## src/rtl/regfile_wb_arbiter.sv

```systemverilog
// regfile_wb_arbiter: shares the register-file write port between ALU and load writeback with anti-starvation
module regfile_wb_arbiter #(
  parameter int STARVE_LIMIT = 4
) (
  input  logic        clk,
  input  logic        reset,
  input  logic        alu_valid,
  input  logic [4:0]  alu_rd,
  input  logic [31:0] alu_data,
  output logic        alu_stall,
  input  logic        mem_valid,
  input  logic [4:0]  mem_rd,
  input  logic [31:0] mem_data,
  output logic        mem_ready,
  output logic [4:0]  rd_addr,
  output logic [31:0] rd_data,
  output logic        reg_write,
  output logic [15:0] conflict_count
);
  typedef enum logic {ALU_PRIO, MEM_FORCE} state_t;
  localparam logic [4:0] LIMIT = 5'(STARVE_LIMIT);
  state_t      state_q, state_d;
  logic [3:0]  wait_q, wait_d;
  logic [4:0]  rd_addr_q, rd_addr_d;
  logic [31:0] rd_data_q, rd_data_d;
  logic        reg_write_q, reg_write_d;
  logic [15:0] conflict_q, conflict_d;
  logic        grant_mem, grant_alu, blocked;
  logic [4:0]  sel_rd;
  always_ff @(posedge clk or posedge reset) begin
    if (reset) begin
      state_q     <= ALU_PRIO;
      wait_q      <= '0;
      rd_addr_q   <= '0;
      rd_data_q   <= '0;
      reg_write_q <= 1'b0;
      conflict_q  <= '0;
    end else begin
      state_q     <= state_d;
      wait_q      <= wait_d;
      rd_addr_q   <= rd_addr_d;
      rd_data_q   <= rd_data_d;
      reg_write_q <= reg_write_d;
      conflict_q  <= conflict_d;
    end
  end
  always_comb begin
    blocked = mem_valid & !grant_mem;
    wait_d  = !blocked ? 4'd0 : (wait_q == 4'd15) ? 4'd15 : wait_q + 4'd1;
    state_d = (state_q == ALU_PRIO)
            ? ((blocked && wait_q != 4'd15 && {1'b0, wait_q} + 5'd1 == LIMIT) ? MEM_FORCE : ALU_PRIO)
            : ((grant_mem || !mem_valid) ? ALU_PRIO : MEM_FORCE);
  end
  always_comb begin
    grant_mem   = mem_valid & (!alu_valid | (state_q == MEM_FORCE));
    grant_alu   = alu_valid & !grant_mem;
    mem_ready   = grant_mem;
    alu_stall   = alu_valid & grant_mem;
    sel_rd      = grant_mem ? mem_rd : alu_rd;
    rd_addr_d   = (grant_mem | grant_alu) ? sel_rd : rd_addr_q;
    rd_data_d   = grant_mem ? mem_data : grant_alu ? alu_data : rd_data_q;
    reg_write_d = (grant_mem | grant_alu) & (sel_rd != 5'd0);
    conflict_d  = conflict_q + {15'd0, alu_valid & mem_valid};
  end
  assign rd_addr        = rd_addr_q;
  assign rd_data        = rd_data_q;
  assign reg_write      = reg_write_q;
  assign conflict_count = conflict_q;
endmodule
```

## config.mk

```make
export PLATFORM = sky130hd
export DESIGN_NAME = regfile_wb_arbiter
export DESIGN_NICKNAME = d
export VERILOG_FILES = /design/src/rtl/regfile_wb_arbiter.sv
export SDC_FILE = /design/constraint.sdc
export NUM_CORES = 1
export LEC_CHECK = 0
export ABC_AREA = 1
export CAP_MARGIN = 10
export CORE_ASPECT_RATIO = 1.4
export CORE_MARGIN = 10
export CORE_UTILIZATION = 41
export DETAILED_ROUTE_END_ITERATION = 10
export GPL_TIMING_DRIVEN = 0
export HOLD_SLACK_MARGIN = 0.1
export PLACE_DENSITY = 0.9
export SLEW_MARGIN = 10
export SYNTH_ARGS = -nofsm -noshare
export SYNTH_HDL_FRONTEND = slang
export SYNTH_SLANG_ARGS = --single-unit
```

## constraint.sdc

```tcl
create_clock -name clk -period 2.42 [get_ports clk]
set_input_delay 0.484 -clock clk [delete_from_list [all_inputs] [get_ports clk]]
set_output_delay 0.484 -clock clk [all_outputs]
set_load 0.01 [all_outputs]
```

; ---- After elaboration in Yosys (flattened, before gate mapping)
; Index checks and enable logic that the tools add are counted.
[totals]
wordCells = 36
regBits = 59
out_inout_bits = 56
[classes]
n_eq_ne = 3
n_addsub = 3
bitwise = 8
mux = 8
n_reduce_logical = 8
[ops]
columns = cell, n
row1 = $mux W32, 2
row2 = $add A16 B1 Y16, 1
row3 = $mux W4, 2
row4 = $and A1 B1 Y1, 6
row5 = $add A4 B1 Y5 const B, 1
row6 = $eq A5 B3 Y1 const B, 1
row7 = $mux W5, 1
row8 = $reduce_bool A5 Y1, 1
row9 = $add A4 B1 Y4 const B, 1
row10 = $eq A4 B4 Y1 const B, 1
row11 = $ne A4 B4 Y1 const B, 1
row12 = $logic_not A1 Y1, 3
row13 = $mux W1, 3
row14 = $logic_and A1 B1 Y1, 2
row15 = $or A1 B1 Y1, 2
row16 = $reduce_bool A2 Y1, 1
row17 = $logic_or A1 B1 Y1, 1

; ---- Logic depth before layout (Yosys ltp)
[logic_depth]
depth_word = 9
ltp_mapped = 11
mapped_depth_nobuf = 10

; ---- Least setup slack after synthesis
; No wires, ideal clock.
[synth_path]
kind = in2reg
startpoint = input port alu_valid
endpoint = register conflict_q[12], in the netlist conflict_count[12]
t_arrival_ps = 1635
stages = 10
path_buffers = 1
slack_ps = 706
path_cell_list = buf_6 > nand2_1 > inv_1 > ha_1 > ha_1 > nand3_2 > nor2_2 > nand2_1 > nor2_1 > xor2_1
[synth_via]
elab_chain_len = 2
[synth_lines]
columns = element, line
row1 = "start, declared", 7  ; input logic alu_valid,
row2 = $and A1 B1 Y1, 63  ; conflict_d = conflict_q + {15'd0, alu_valid & mem_valid};
row3 = $add A16 B1 Y16, 63
row4 = net conflict_d[12], 27  ; logic [15:0] conflict_q, conflict_d;
row5 = "end signal, assigned", 44  ; conflict_q <= conflict_d;
row6 = "end, declared", 27
; The timed path passes the listed nets, and every way through them passes these cells.
; A chain may end at the register's enable or synchronous reset.

; ---- Worst setup path in the final report
[layout_path]
startpoint = input port mem_valid
endpoint = output port mem_ready
[layout_via]
elab_chain_len = 1
[layout_lines]
columns = element, line
row1 = "start, declared", 11  ; input logic mem_valid,
row2 = $and A1 B1 Y1, 55  ; grant_mem = mem_valid & (!alu_valid | (state_q == MEM_FORCE));
row3 = "end, declared", 14  ; output logic mem_ready,
; No other way between the ends.

==> summary.md <==
| Metric | Value |
|---|---|
| Status | `finished clean` |
| Hold Crit Depth | `3` |
| Synth Area in Compound Gates | `2.25%` |
| First-pass GRT wire length | `14.2 mm` |
| # hold bufs at CTS | `0` |
| Worst Hold Class | `in -> reg` |
| Top-area cell type share of the netlist area | `53.1%` |
| Largest net degree at the start of global routing | `37` |
| Area after DPL | `4240 um^2` |
| CTS tree | `yes` |
| Synth Cell Area | `2780 um^2` |
| Clock sink count | `59` |
| Final design utilization | `67.2%` |
| Vias | `2744` |
| Crit path largest cell delay | `0.60 ns` |
| Drt wl/cell | `15.9 um` |
| Cell Chain, Critical Path | `dlygate4sd2_1 > nand2_4 > inv_2 > clkdlybuf4s50_1` |
| Int Pwr | `2.06 mW` |
| Slowest-stage cell, CP | `clkdlybuf4s50_1` |
| Min Hold Slack | `0.457 ns` |
| Clk_skew | `0.00852 ns` |
| RSZ-0062 raised after global routing | `no` |
| All-layer global routing usage | `17.2%` |
| Leakage Power | `2.02 nW` |
| Largest family of logic cells by synthesized area | `simple AND/OR/NAND/NOR gates` |
| Fillcell total | `504` |
| Reg2Reg Capture Point | `conflict_count[12]$_DFF_PP0_` |
| Simple-gate share of the synthesized area | `32.4%` |
| Core box area | `6610 um^2` |
| Switching share of power | `26.3%` |
| Combinational Power Share | `23.1%` |
| Max_cap viols | `0` |
| Final Critical Period | `2.24 ns` |
| Most common cell in the synthesized netlist | `nand2_1` |
| Post-synth cell types | `26` |
| Vias per inst | `4.90` |
| Largest area contributor in the netlist | `dfrtp_1` |
| Post-synth EDFFs | `0` |
| H-tree levels | `3` |
| Critical setup path kind | `in -> out` |
| Post-DRT Antenna Nets | `0` |
| Die W | `89.6 um` |
| PortBufs | `132` |
| Clk pin slew, worst setup/hold paths | `0.06 ns` |
| Design Power | `2.79 mW` |
| Yosys warns | `0` |
| Worst Setup SP | `mem_valid` |
| Setup TNS | `0 ns` |
| R2R Setup Slk | `0.90 ns` |
| FMAX | `0.446 GHz` |
| Sequential share of power | `42.7%` |
| IO Count | `134` |
| DRC | `0` |
| Sequential fraction of the synthesis area | `53.1%` |
| Seq cells post-synth | `59` |
| Synth top cells by count | `nand2_1, nand3_1, dfrtp_1` |
| Share of cells above drive strength 1 | `8.33%` |
| Hold Violations, Final | `0` |
| # rows | `35` |
| CP endpoint kind | `output port` |
| Top post-synthesis cells by area | `dfrtp_1, nand2_1, nand3_1` |
| Number of global-route vias before repair | `2865` |
| Layout area overhead | `59.8%` |
| Final WL | `8.90 mm` |
| Initial Util | `42.0%` |
| CTS Buf Count | `9` |
| CP Launch Type | `input port` |
| Top_reg_cell synth | `dfrtp_1` |
| Mux cell area share after synthesis | `0%` |
| Total congestion overflow | `0` |
| PD cells | `629 nW/um^2` |
| Die outline area | `10500 um^2` |
| Clock share of power | `34.2%` |
| Antenna fix cells | `0` |
| Clock latency on the worst-skew pair | `0.33 ns` |
| WP data arrival | `1.76 ns` |
| Fin. max-slew vios | `0` |
| Post-synthesis xor/xnor area fraction | `3.78%` |
| Average size of a mapped cell | `8.66 um^2` |
| Critical R2R Launch | `conflict_count[0]$_DFF_PP0_` |
| Die Y-Extent | `117 um` |
| Max FO, Critical Path | `15` |
| Initial antenna violation count | `0` |
| Drt first pass iters | `4` |
| Worst vdd rail ir drop | `0.382 mV` |
| Period Utilization, post-route | `92.6%` |
| Register-to-Register Path Depth | `7` |
| Worst slew pin tran | `0.543 ns` |
| Crit path to | `mem_ready` |
| Clock tree buffer depth | `2` |
| Iter 0 DRT Violations | `158` |
| Worst EP required | `1.94 ns` |
| Dpl hpwl | `6.97 mm` |
| Synth Area in Adders | `1.80%` |
| Post-synth ARST share | `100%` |
| Setup bufs post-CTS | `0` |
| Slew HR | `63.7%` |
| Design area | `4440 um^2` |
| Cell count after synthesis | `321` |
| Mapped Nets | `403` |
| Final layout net count | `546` |
| PostCTS Resize Cnt | `1` |
| Root Buffer | `clkbuf_8` |
| Sw power | `0.733 mW` |
| Routability cong. | `0.833` |
| Final setup violation count | `0` |
## per-stage QoR
step | setup slack, ns | std cells
after floorplan | 0.480 | 321
after global placement | -0.604 | 545
after detailed placement | -0.192 | 546
final | 0.178 | 560
after CTS | 0.0680 | 561
after global routing | 0.101 | 560
## cell type report
type | instances | area [um^2] | share of cell area (%)
Multi-Input combinational cell | 227 | 1120 | 25.2
Clock buffer | 14 | 183 | 4.11
Clock inverter | 1 | 30.0 | 0.676
Inverter | 20 | 76.3 | 1.72
Timing Repair Buffer | 133 | 1340 | 30.2
Buffer | 14 | 103 | 2.31
Sequential cell | 59 | 1480 | 33.2
Tap cell | 92 | 115 | 2.59
## placed cells by master (no fill, tap or decap), drive strengths merged
master         Yosys  routed
dlygate4sd2        0       1
nand3b             2       2
nor2              15      15
clkinv             1       1
o21ai              7       7
nor3               4       4
or2                1       1
inv               19      19
nand4              3       3
clkbuf             2      16
xnor2              4       4
a21oi              4       4
nand3             72      72
xor2               8       8
bufinv             0       1
nand2            103     103
dfrtp             59      59
ha                 4       4
buf               13      13
clkdlybuf4s50      0     131
## cells by family (layout without fill, tap and decap cells)
| kind of cell | Yosys count | after routing |
|---|---|---|
| buffers and inverters | 35 | 182 |
| flip-flops | 59 | 59 |
| AND/OR/NAND/NOR | 200 | 200 |
| adder cells (fa/ha/maj) | 4 | 4 |
| AO/OA/AOI/OAI | 11 | 11 |
| XOR/XNOR | 12 | 12 |
## worst max-delay path: cells and delay by family
family / cells / cell delay, ns
buffers and inverters: 3 / 1.17
and+or+nand+nor: 1 / 0.10
## power groups by stage
stage / clock network [mW] / registers (mW) / logic, mW
final: 0.954 / 1.19 / 0.646
after floorplan: 0 / 1.25 / 0.183
after CTS: 0.967 / 1.19 / 0.659
after detailed placement: 0 / 1.21 / 0.655
after global routing: 1.02 / 1.21 / 0.698
after global placement: 0 / 1.20 / 0.633
## worst min path at each step
stage,from,to
after floorplan,wait_q[0]$_DFF_PP0_,wait_q[0]$_DFF_PP0_
after global placement,rd_addr[1]$_DFFE_PP0P_,rd_addr[1]$_DFFE_PP0P_
after detailed placement,rd_data[25]$_DFFE_PP0P_,rd_data[25]$_DFFE_PP0P_
after CTS,alu_valid,rd_data[30]$_DFFE_PP0P_
after global routing,alu_valid,rd_data[30]$_DFFE_PP0P_
final,alu_valid,rd_data[30]$_DFFE_PP0P_
## sequential cells by signal (all words and copies together) (netlist names)
signal          flops
wait_q              4
state_q             1
reg_write           1
rd_data            32
rd_addr             5
conflict_count     16
## metal layers
metal	share of wire, %	track usage, %	wire [um]	vias up
met5	0	0	0	-
li1	-	-	-	1328
met4	2.7	7.78	237	0
met1	37	18.0	3310	1298
met2	52	29.3	4660	98
met3	7.7	6.02	682	20
(Power assumes the default switching activity.)
==> RTL edit: new RTL, same settings <==
Put one more register stage on the output `conflict_count`. The value now appears one clock later. The other outputs are not delayed to match.
--- a/src/rtl/regfile_wb_arbiter.sv
+++ b/src/rtl/regfile_wb_arbiter.sv
@@ -65,5 +65,7 @@
   assign rd_addr        = rd_addr_q;
   assign rd_data        = rd_data_q;
   assign reg_write      = reg_write_q;
-  assign conflict_count = conflict_q;
+  always_ff @(posedge clk) begin
+    conflict_count <= conflict_q;
+  end
 endmodule
Check against the original RTL: not equivalent (Yosys sat finds a counterexample within 4 cycles, from zero or initial values and one cycle with reset high).
==> RTL edit against the unedited design <==
Worst setup slack improved by 0.098 ns; routed wire length rose by 2.7%; critical endpoint is now alu_stall; final area rose by 7.0%; area after synthesis rose by 12%; power rose by 8.1%; sequential cell count rose by 16; via count rose by 3.9%; critical path type unchanged; count of clock-buffer cells in the layout fell by 2.
==> RTL edit: results (changes against the unedited design) <==
top layer in use=met4; Async SR Flop Fraction=0.7867 (-0.2133); Num CTS Buffers=9 (unchanged); syn avg cell area=9.283 um2 (+7.2%); Crit-path slowest cell=clkdlybuf4s50_1; Place WS=-0.2682 ns (-0.07617 ns); Met2 Wirelength=4.788 mm (+2.7%); status=finished, final reports clean; WHS=0.3933 ns (-0.06341 ns); #FFs+latches synth=75 (+27%); Critical R2R Launch=conflict_q[0]; register area share after synthesis=0.5795 (+0.04821); GR Layer Usage met3=0.07095 (+0.01070); fin cells=580 (+3.6%); P_leak=2.131 nW (+5.4%); fraction of the mapped netlist area in adder cells=0.01614 (-0.001868); R2R Setup Slk=0.89 ns; hold_sp=conflict_q[0]; metal3 WL=811 um (+19%); Placer Congestion=0.8450 (+1.5%); drt total wl=9.132 mm (+2.7%); Hold EP=conflict_count[0]; Synth Area in Compound Gates=0.02179 (-0.0007206); most frequent cells after synthesis=nand2_1, nand3_1, dfrtp_1; largest net degree at the start of global routing=32 (-14%); Max VDD drop=0.3940 mV (+3.0%); worst hold stages=0 (-3); M1 wire length=3.276 mm (-1.1%); via count=2850 (+3.9%); synth top area cells=dfrtp_1, nand3_1, nand2_1, dfxtp_1, inv_1; sequential power share=0.500 (+0.073); arrival time at the worst endpoint=1.66 ns (-0.10 ns); post-synthesis xor/xnor area fraction=0.03672 (-0.001098); HP Class=flip-flop to flip-flop; mux cell area share after synthesis=0 (unchanged); Ys Warns=0 (unchanged); Slew @ Worst Pin=0.6766 ns (+0.1336 ns); first-pass GRT wire length=14.70 mm (+3.2%); syn nets=416 (+3.2%); crit path max fanout=6 (-9); Comb power frac=0.212 (-0.019); Total Routing Usage GR=0.1619 (-0.009956); cts repair resizes=2 (+1); layout cells sized above 1=0.08903 (+0.005694); drt pass-1 iters=4 (unchanged); CP peak stage delay=0.56 ns (-0.04 ns); placed inst area=4563 um2 (+7.7%); worst reg2reg endpoint=conflict_q[12]; clk slew on worst S/H paths=0.08 ns (+0.02 ns); drt first-iter violations=147 (-7.0%); vias in the first global route=3100 (+8.2%); met1 Usage GRT=0.1576 (-0.02271); grt met2 use=0.2862 (-0.006812); P_sw=810.3 uW (+10%); post-DP HPWL=7.206 mm (+3.4%); Logic power comb=640 uW (-0.9%); Placed Cells=564 (+3.3%); Final Skew=0.006408 ns (-0.002108 ns)
-- RTL edit: worst max-delay path by stage --
stage	to	slack (ns)	cells past startpoint
after detailed placement	mem_ready	-0.27	5
after floorplan	conflict_q[0]	0.48	1
after global routing	alu_stall	0.20	4
after CTS	mem_ready	0.03	6
after global placement	rd_addr[0]	-0.60	2
final	alu_stall	0.28	4
-- RTL edit: cells by family after synthesis --
family | Yosys count
adder cells (fa/ha/maj) | 4
buffers and inverters | 35
flip-flops | 75
AND/OR/NAND/NOR | 195
AO/OA/AOI/OAI | 12
XOR/XNOR | 13
-- RTL edit: layout make-up --
cell class / count / area, um2
timing repair buffer: 133 / 1343
inverter: 20 / 78.83
clock inverter: 4 / 25.02
clock buffer: 12 / 155.1
tap: 97 / 121.4
fill: 576 / 2610
buffer: 15 / 111.4
sequential: 75 / 1797
multi-input combinational: 224 / 1120
-- RTL edit: worst max-delay path, delay by kind of cell --
family / cells / cell delay (ns)
buf+inv: 2 / 0.92
simple gates: 2 / 0.26
